$ cat config.mk
export PLATFORM = sky130hd
export DESIGN_NAME = atomrvcore_iccm_loader_flat
export DESIGN_NICKNAME = d
export VERILOG_FILES = /design/src/rtl/atomrvcore_iccm_loader_if.sv /design/src/rtl/atomrvcore_iccm_loader.sv /design/src/flat_wrapper.sv
export SDC_FILE = /design/constraint.sdc
export NUM_CORES = 1
export LEC_CHECK = 0
export BUFFER_PORTS_ARGS = -buffer_cell sky130_fd_sc_hd__buf_2
export CAP_MARGIN = 20
export CORE_MARGIN = 3
export CORE_UTILIZATION = 60
export CTS_BUF_LIST = sky130_fd_sc_hd__clkbuf_4 sky130_fd_sc_hd__clkbuf_8
export DETAILED_ROUTE_END_ITERATION = 16
export GPL_TIMING_DRIVEN = 0
export HOLD_SLACK_MARGIN = 0.08
export PLACE_DENSITY = 0.86
export SLEW_MARGIN = 10
export SYNTH_ARGS = -nofsm -noshare
export SYNTH_HDL_FRONTEND = slang
export SYNTH_SLANG_ARGS = --single-unit
$ cat constraint.sdc
create_clock -name clk_i -period 6.5 [get_ports clk_i]
set_clock_uncertainty 0.2 [all_clocks]
set_input_delay 1.3 -clock clk_i [delete_from_list [all_inputs] [get_ports clk_i]]
set_output_delay 1.3 -clock clk_i [all_outputs]
set_load 0.05 [all_outputs]
$ cat src/rtl/atomrvcore_iccm_loader_if.sv
// Byte-stream and ICCM write-port bundle for atomrvcore_iccm_loader.
// The loader connects through the slave modport. The byte source and ICCM side
// (a testbench or the boot-ROM glue) connect through the master modport.
interface atomrvcore_iccm_loader_if #(
  parameter int DATAWIDTH = 32
);
  logic [7:0]           byte_i;
  logic                 byte_valid_i;
  logic                 byte_ready_o;
  logic                 IWR_EN_o;
  logic [DATAWIDTH-1:0] address_o;
  logic [DATAWIDTH-1:0] DATA_o;

  modport slave (
    input  byte_i,
    input  byte_valid_i,
    output byte_ready_o,
    output IWR_EN_o,
    output address_o,
    output DATA_o
  );

  modport master (
    output byte_i,
    output byte_valid_i,
    input  byte_ready_o,
    input  IWR_EN_o,
    input  address_o,
    input  DATA_o
  );
endinterface

$ cat src/rtl/atomrvcore_iccm_loader.sv
// atomrvcore_iccm_loader: packs a little-endian byte stream into 32-bit words
// and writes them to consecutive ICCM addresses. The core is held in reset
// (PCrst_o) until the whole image has been written.
// Optional feature macro: ICCM_LOADER_CHECKSUM_EN. When it is defined, one
// extra word follows the image. That word must equal the 32-bit wrap-around
// sum of the image words, or the loader flags err_o and keeps the core in reset.
module atomrvcore_iccm_loader #(
  parameter int DATAWIDTH  = 32,
  parameter int WCNT_WIDTH = 10
) (
  input  logic                    clk_i,
  input  logic                    rst_i,
  input  logic                    start_i,
  input  logic [WCNT_WIDTH-1:0]   len_i,
  atomrvcore_iccm_loader_if.slave bus,
  output logic                    PCrst_o,
  output logic                    busy_o,
  output logic                    done_o,
  output logic                    err_o
);

  typedef enum logic [1:0] {
    ST_IDLE    = 2'd0,
    ST_COLLECT = 2'd1,
    ST_WRITE   = 2'd2,
    ST_DONE    = 2'd3
  } state_t;

  state_t                  state_r;
  state_t                  state_next_s;

  logic [31:0]             word_r;
  logic [31:0]             assembled_s;
  logic [1:0]              byte_cnt_r;
  logic [WCNT_WIDTH-1:0]   idx_r;
  logic [WCNT_WIDTH-1:0]   idx_inc_s;
  logic [WCNT_WIDTH-1:0]   len_r;

  logic                    accept_s;
  logic                    last_byte_s;
  logic                    load_start_s;

  logic                    byte_ready_r;
  logic                    iwr_en_r;
  logic [DATAWIDTH-1:0]    address_r;
  logic [DATAWIDTH-1:0]    data_r;
  logic                    pcrst_r;
  logic                    busy_r;
  logic                    done_r;

`ifdef ICCM_LOADER_CHECKSUM_EN
  logic [31:0]             sum_r;
  logic                    ck_phase_r;
  logic                    ck_fail_s;
  logic                    err_r;

  // 32-bit wrap-around accumulation of one image word
  function automatic logic [31:0] csum_add(input logic [31:0] sum, input logic [31:0] word);
    return sum + word;
  endfunction
`endif

  assign accept_s    = bus.byte_valid_i & byte_ready_r;
  assign last_byte_s = accept_s & (byte_cnt_r == 2'd3);
  assign idx_inc_s   = idx_r + {{(WCNT_WIDTH-1){1'b0}}, 1'b1};

  // Merge the incoming byte into its little-endian lane of the word being built
  always_comb begin
    assembled_s = word_r;
    case (byte_cnt_r)
      2'd0:    assembled_s[7:0]   = bus.byte_i;
      2'd1:    assembled_s[15:8]  = bus.byte_i;
      2'd2:    assembled_s[23:16] = bus.byte_i;
      2'd3:    assembled_s[31:24] = bus.byte_i;
      default: assembled_s        = word_r;
    endcase
  end

  // Next-state decode: start handling, word completion and the end-of-image decision
  always_comb begin
    state_next_s = state_r;
    load_start_s = 1'b0;
`ifdef ICCM_LOADER_CHECKSUM_EN
    ck_fail_s    = 1'b0;
`endif
    case (state_r)
      ST_IDLE, ST_DONE: begin
        if (start_i) begin
          load_start_s = 1'b1;
          if (len_i != {WCNT_WIDTH{1'b0}}) begin
            state_next_s = ST_COLLECT;
          end else begin
`ifdef ICCM_LOADER_CHECKSUM_EN
            // An empty image still carries a checksum word, and that word must be zero
            state_next_s = ST_COLLECT;
`else
            state_next_s = ST_DONE;
`endif
          end
        end else begin
          state_next_s = state_r;
        end
      end
      ST_COLLECT: begin
        if (last_byte_s) begin
`ifdef ICCM_LOADER_CHECKSUM_EN
          if (ck_phase_r) begin
            if (assembled_s == sum_r) begin
              state_next_s = ST_DONE;
            end else begin
              state_next_s = ST_IDLE;
              ck_fail_s    = 1'b1;
            end
          end else begin
            state_next_s = ST_WRITE;
          end
`else
          state_next_s = ST_WRITE;
`endif
        end else begin
          state_next_s = ST_COLLECT;
        end
      end
      ST_WRITE: begin
        if (idx_inc_s == len_r) begin
`ifdef ICCM_LOADER_CHECKSUM_EN
          state_next_s = ST_COLLECT;
`else
          state_next_s = ST_DONE;
`endif
        end else begin
          state_next_s = ST_COLLECT;
        end
      end
      default: begin
        state_next_s = ST_IDLE;
      end
    endcase
  end

  // State register
  always_ff @(posedge clk_i) begin
    if (rst_i) begin
      state_r <= ST_IDLE;
    end else begin
      state_r <= state_next_s;
    end
  end

  // Word assembly, byte lane counter, word index and latched length
  always_ff @(posedge clk_i) begin
    if (rst_i) begin
      word_r     <= 32'd0;
      byte_cnt_r <= 2'd0;
      idx_r      <= {WCNT_WIDTH{1'b0}};
      len_r      <= {WCNT_WIDTH{1'b0}};
    end else if (load_start_s) begin
      byte_cnt_r <= 2'd0;
      idx_r      <= {WCNT_WIDTH{1'b0}};
      len_r      <= len_i;
    end else begin
      if (accept_s) begin
        word_r     <= assembled_s;
        byte_cnt_r <= byte_cnt_r + 2'd1;
      end
      if (state_r == ST_WRITE) begin
        idx_r <= idx_inc_s;
      end
    end
  end

`ifdef ICCM_LOADER_CHECKSUM_EN
  // Running checksum, checksum-word phase flag and sticky error flag
  always_ff @(posedge clk_i) begin
    if (rst_i) begin
      sum_r      <= 32'd0;
      ck_phase_r <= 1'b0;
      err_r      <= 1'b0;
    end else if (load_start_s) begin
      sum_r      <= 32'd0;
      ck_phase_r <= (len_i == {WCNT_WIDTH{1'b0}});
      err_r      <= 1'b0;
    end else begin
      if (state_r == ST_WRITE) begin
        sum_r <= csum_add(sum_r, word_r);
        if (idx_inc_s == len_r) begin
          ck_phase_r <= 1'b1;
        end
      end
      if (ck_fail_s) begin
        err_r <= 1'b1;
      end
    end
  end
`endif

  // Registered outputs decoded from the next state; address/data only move on a write
  always_ff @(posedge clk_i) begin
    if (rst_i) begin
      byte_ready_r <= 1'b0;
      iwr_en_r     <= 1'b0;
      address_r    <= {DATAWIDTH{1'b0}};
      data_r       <= {DATAWIDTH{1'b0}};
      pcrst_r      <= 1'b1;
      busy_r       <= 1'b0;
      done_r       <= 1'b0;
    end else begin
      byte_ready_r <= (state_next_s == ST_COLLECT);
      iwr_en_r     <= (state_next_s == ST_WRITE);
      pcrst_r      <= (state_next_s != ST_DONE);
      busy_r       <= (state_next_s == ST_COLLECT) || (state_next_s == ST_WRITE);
      done_r       <= (state_next_s == ST_DONE);
      if (state_next_s == ST_WRITE) begin
        address_r <= DATAWIDTH'({idx_r, 2'b00});
        data_r    <= DATAWIDTH'(assembled_s);
      end
    end
  end

  assign bus.byte_ready_o = byte_ready_r;
  assign bus.IWR_EN_o     = iwr_en_r;
  assign bus.address_o    = address_r;
  assign bus.DATA_o       = data_r;
  assign PCrst_o          = pcrst_r;
  assign busy_o           = busy_r;
  assign done_o           = done_r;
`ifdef ICCM_LOADER_CHECKSUM_EN
  assign err_o            = err_r;
`else
  assign err_o            = 1'b0;
`endif

endmodule

$ cat src/flat_wrapper.sv
// flat-port wrapper written by rule: the top's interface ports become plain ports
module atomrvcore_iccm_loader_flat 
#(
  parameter int DATAWIDTH  = 32,
  parameter int WCNT_WIDTH = 10
)
  (clk_i, rst_i, start_i, len_i, PCrst_o, busy_o, done_o, err_o, bus_byte_i, bus_byte_valid_i, bus_byte_ready_o, bus_IWR_EN_o, bus_address_o, bus_DATA_o);
  atomrvcore_iccm_loader_if #(.DATAWIDTH(DATAWIDTH)) bus_i ();
  input  logic clk_i;
  input  logic rst_i;
  input  logic start_i;
  input  logic [WCNT_WIDTH-1:0] len_i;
  output logic PCrst_o;
  output logic busy_o;
  output logic done_o;
  output logic err_o;
  input wire logic [$bits(bus_i.byte_i)-1:0] bus_byte_i;
  input wire logic [$bits(bus_i.byte_valid_i)-1:0] bus_byte_valid_i;
  output wire logic [$bits(bus_i.byte_ready_o)-1:0] bus_byte_ready_o;
  output wire logic [$bits(bus_i.IWR_EN_o)-1:0] bus_IWR_EN_o;
  output wire logic [$bits(bus_i.address_o)-1:0] bus_address_o;
  output wire logic [$bits(bus_i.DATA_o)-1:0] bus_DATA_o;
  assign bus_i.byte_i = bus_byte_i;
  assign bus_i.byte_valid_i = bus_byte_valid_i;
  assign bus_byte_ready_o = bus_i.byte_ready_o;
  assign bus_IWR_EN_o = bus_i.IWR_EN_o;
  assign bus_address_o = bus_i.address_o;
  assign bus_DATA_o = bus_i.DATA_o;
  atomrvcore_iccm_loader #(.DATAWIDTH(DATAWIDTH), .WCNT_WIDTH(WCNT_WIDTH)) u_core (.clk_i(clk_i), .rst_i(rst_i), .start_i(start_i), .len_i(len_i), .bus(bus_i), .PCrst_o(PCrst_o), .busy_o(busy_o), .done_o(done_o), .err_o(err_o));
endmodule
==> results.md <==
- Vias in the first global route: 3593
- Cts bufs inserted: 9
- CP endpoint kind: flop
- Flops & latches, synth: 103
- Crit-path leading delay family: buffers and inverters
- Share of layout cells above drive strength 1: 17.4%
- WS Path Type: in -> reg
- Slowest cell delay on critical path: 440 ps
- Clock latency on the worst-skew pair: 370 ps
- Clock slew at reported path FFs: 100 ps
- Horiz. Die Dim: 94.8 um
- Synthesized cell area: 4730 um^2
- Pwr Density: 441 nW/um^2
- # DRC: 0
- Setup TNS: 0 ps
- Max-cap violation count: 0
- Sw Ratio: 46.5%
- Syn Area/Cell: 8.55 um^2
- Seq pwr share: 34.7%
- Hold Crit Class: reg -> reg
- Run status: finished clean
- Critical Path End: u_core.bus.DATA_o[20]
- Dominant cell type by area after synthesis: dfxtp_1
- Slowest CP cell: clkbuf_1
- Reg2reg end: u_core.bus.DATA_o[20]
- R2R cell count: 12
- Postcts setup bufs: 0
- Initial Util: 63.5%
- Htree depth: 3
- Post-DP HPWL: 8000 um
- Die Y: 94.8 um
- DRT antenna net count: 0
- Relative slew slack: 59.4%
- Resize count post-CTS: 0
- First-pass GRT wire length: 17000 um
- Tmin final: 4030 ps
- Worst endpoint required time: 6580 ps
- Hold buffer count at CTS: 0
- RSZ-0062 raised after global routing: false
- Vias per cell: 5.48
- Die area: 8980 um^2
- Sequential area share after synthesis: 43.6%
- CORE AREA: 7450 um^2
- Post-synth ARST share: 0%
- Worst-path cell chain: buf_2, nor4_1, a31oi_1, nor4b_2, a31o_1, ha_1, clkbuf_1, buf_1, nor2_1, a211oi_1
- Peak supply drop: 0.000233 V
- ANT cells: 0
- Root Buffer: clkbuf_8
- Pin count of the biggest net entering global routing: 18
- First drt pass iteration count: 5
- Clk sinks: 103
- Worst slew pin tran: 609 ps
- Flop-to-flop setup slack: 2720 ps
- Area fraction of the dominant cell type after synthesis: 43.6%
- Fillers: 597
- GP Congestion: 0.877
- Crit path launch: len_i[9]
- WP depth: 10
- Max Clk Rate: 248 MHz
- Final Cycle Share: 61.9%
- CTS tree: done
- Post-Syn Instances: 553
- IO buf count: 60
- DR vias: 4112
- Setup violators final: 0
- Drt wl/cell: 14.3 um
- Grt total ovfl: 0
- Yosys warning count: 0
- Internal power: 1.28 mW
- Nets: 680
- Deepest clock path buffer count: 2
- Leakage: 2.12 nW
- Wirelength, routed: 10700 um
- All-Layer GR Usage: 24.3%
- CP bufs+invs: 3
- Final hold violations: 0
- Crit path DAT: 4110 ps
- Comb pwr share: 48.0%
- Area added between synthesis and finish: 15.1%
- Top FF cell, synth: dfxtp_1
- Antenna violations before repair: 0
- Psw: 1.12 mW
- Total power: 2.40 mW
- EDFF count, synth: 0
- Io pins: 92
- Reg2reg start: u_core.state_r[0]
- Max-slew violations: 0
- Startpoint types: primary input
- Yosys cell types: 43
- Area contributors post-synth: dfxtp_1, mux2i_1, nand2_1
- Worst-path maximum fanout: 10
- Initial DRC count: 289
- Clk pwr share: 17.3%
- Std-Cell Rows: 31
[sequential cells by signal, summed over array words and instances, names as in the netlist]
name and flops:
u_core.byte_cnt_r 2, u_core.word_r 32, u_core.bus.byte_ready_o 1, u_core.idx_r 10
u_core.len_r 10, u_core.done_o 1, u_core.bus.address_o 10, u_core.bus.IWR_EN_o 1
u_core.bus.DATA_o 32, u_core.state_r 2, u_core.busy_o 1, u_core.PCrst_o 1
[worst min-delay path by stage]
| stage | from | endpoint | slack (ps) | depth (start not counted) |
|---|---|---|---|---|
| after floorplan | u_core.word_r[0] | u_core.word_r[0] | 240 | 2 |
| after global placement | u_core.word_r[8] | u_core.word_r[8] | 240 | 2 |
| after detailed placement | u_core.word_r[24] | u_core.word_r[24] | 250 | 2 |
| after CTS | u_core.word_r[24] | u_core.word_r[24] | 260 | 2 |
| after global routing | u_core.word_r[14] | u_core.word_r[14] | 270 | 2 |
| final | u_core.word_r[24] | u_core.word_r[24] | 260 | 2 |
[power groups by stage]
stage | registers (mW) | logic (mW) | clock network, mW
6_report | 0.834 | 1.15 | 0.416
5_1_grt | 0.845 | 1.25 | 0.447
4_1_cts | 0.833 | 1.15 | 0.422
3_5_place_dp | 0.847 | 1.15 | 0
3_3_place_gp | 0.840 | 1.12 | 0
2_1_floorplan | 1.20 | 0.547 | 0
[logic make-up after synthesis]
logic type	share of synthesized area [%]
AND/OR/NAND/NOR	19.1
flip-flops	43.6
AO/OA/AOI/OAI	12.9
buffers and inverters	8.68
multiplexers	9.11
XOR/XNOR	3.34
adder cells (fa/ha/maj)	3.18
other	0.0794
[area by class of cell]
class | instances | area [um^2] | area share, %
timing repair buffer | 60 | 300 | 5.52
multi-input combinational | 393 | 2340 | 42.9
sequential | 103 | 2060 | 37.9
inverter | 7 | 26.3 | 0.483
tap | 99 | 124 | 2.28
buffer | 72 | 384 | 7.06
clock inverter | 5 | 63.8 | 1.17
clock buffer | 11 | 145 | 2.67
[layout by cell type, fill, tap and decap left out, drive strengths merged, types with 4 or more instances in the layout]
cell type	count
dfxtp	103
buf	101
nand2	70
nor2	55
a21oi	49
mux2i	43
nand3	42
clkbuf	42
a211oi	33
conb	23
ha	12
xnor2	10
inv	9
xor2	8
or3	7
o21ai	5
nor2b	5
nand4	4
nor4	4
[through the flow]
stage | utilization (%) | area [um^2] | hold WS (ps) | std cells | setup slack [ps]
after global placement | 70.3 | 5230 | 241 | 734 | 2220
after CTS | 73.1 | 5440 | 259 | 750 | 2510
after detailed placement | 70.3 | 5230 | 246 | 734 | 2150
after global routing | 73.1 | 5440 | 275 | 750 | 2310
final | 73.1 | 5440 | 259 | 750 | 2470
after floorplan | - | 4810 | 236 | 575 | 2940
[synth_stat cells (2+ instances only)]
| cell | n |
|---|---|
| nand3_1 | 42 |
| a31oi_1 | 2 |
| or3_1 | 7 |
| nor3_1 | 2 |
| inv_1 | 7 |
| dfxtp_1 | 103 |
| buf_4 | 26 |
| xnor2_1 | 10 |
| xor2_1 | 8 |
| nor4_1 | 4 |
| clkbuf_1 | 31 |
| buf_2 | 7 |
| buf_1 | 7 |
| nor2b_1 | 5 |
| mux2i_1 | 43 |
| nand4_1 | 4 |
| a21oi_1 | 49 |
| a31o_1 | 2 |
| ha_1 | 12 |
| a211oi_1 | 33 |
| nand2_1 | 69 |
| o21ai_0 | 5 |
| nor2_1 | 55 |
[worst reg2reg max path, cell delays in order, from the launching register on]
cell	delay [ps]
dfxtp_1	350
inv_1	60
ha_1	130
clkbuf_1	410
nand3_1	150
or3_1	440
nor4b_2	280
a31o_1	270
ha_1	210
clkbuf_1	440
buf_1	410
nor2_1	110
a211oi_1	240
[per-layer routing]
layer | part of all wire, % | wire length, um | vias to the layer above | track usage [%]
met5 | 0 | 0 | - | 0
met4 | 1.4 | 150 | 0 | 9.01
met3 | 8.7 | 931 | 12 | 4.14
met2 | 46 | 4920 | 171 | 38.0
met1 | 44 | 4700 | 1889 | 33.6
li1 | - | - | 2040 | -
No activity file was read; power rests on OpenSTA's default activity.
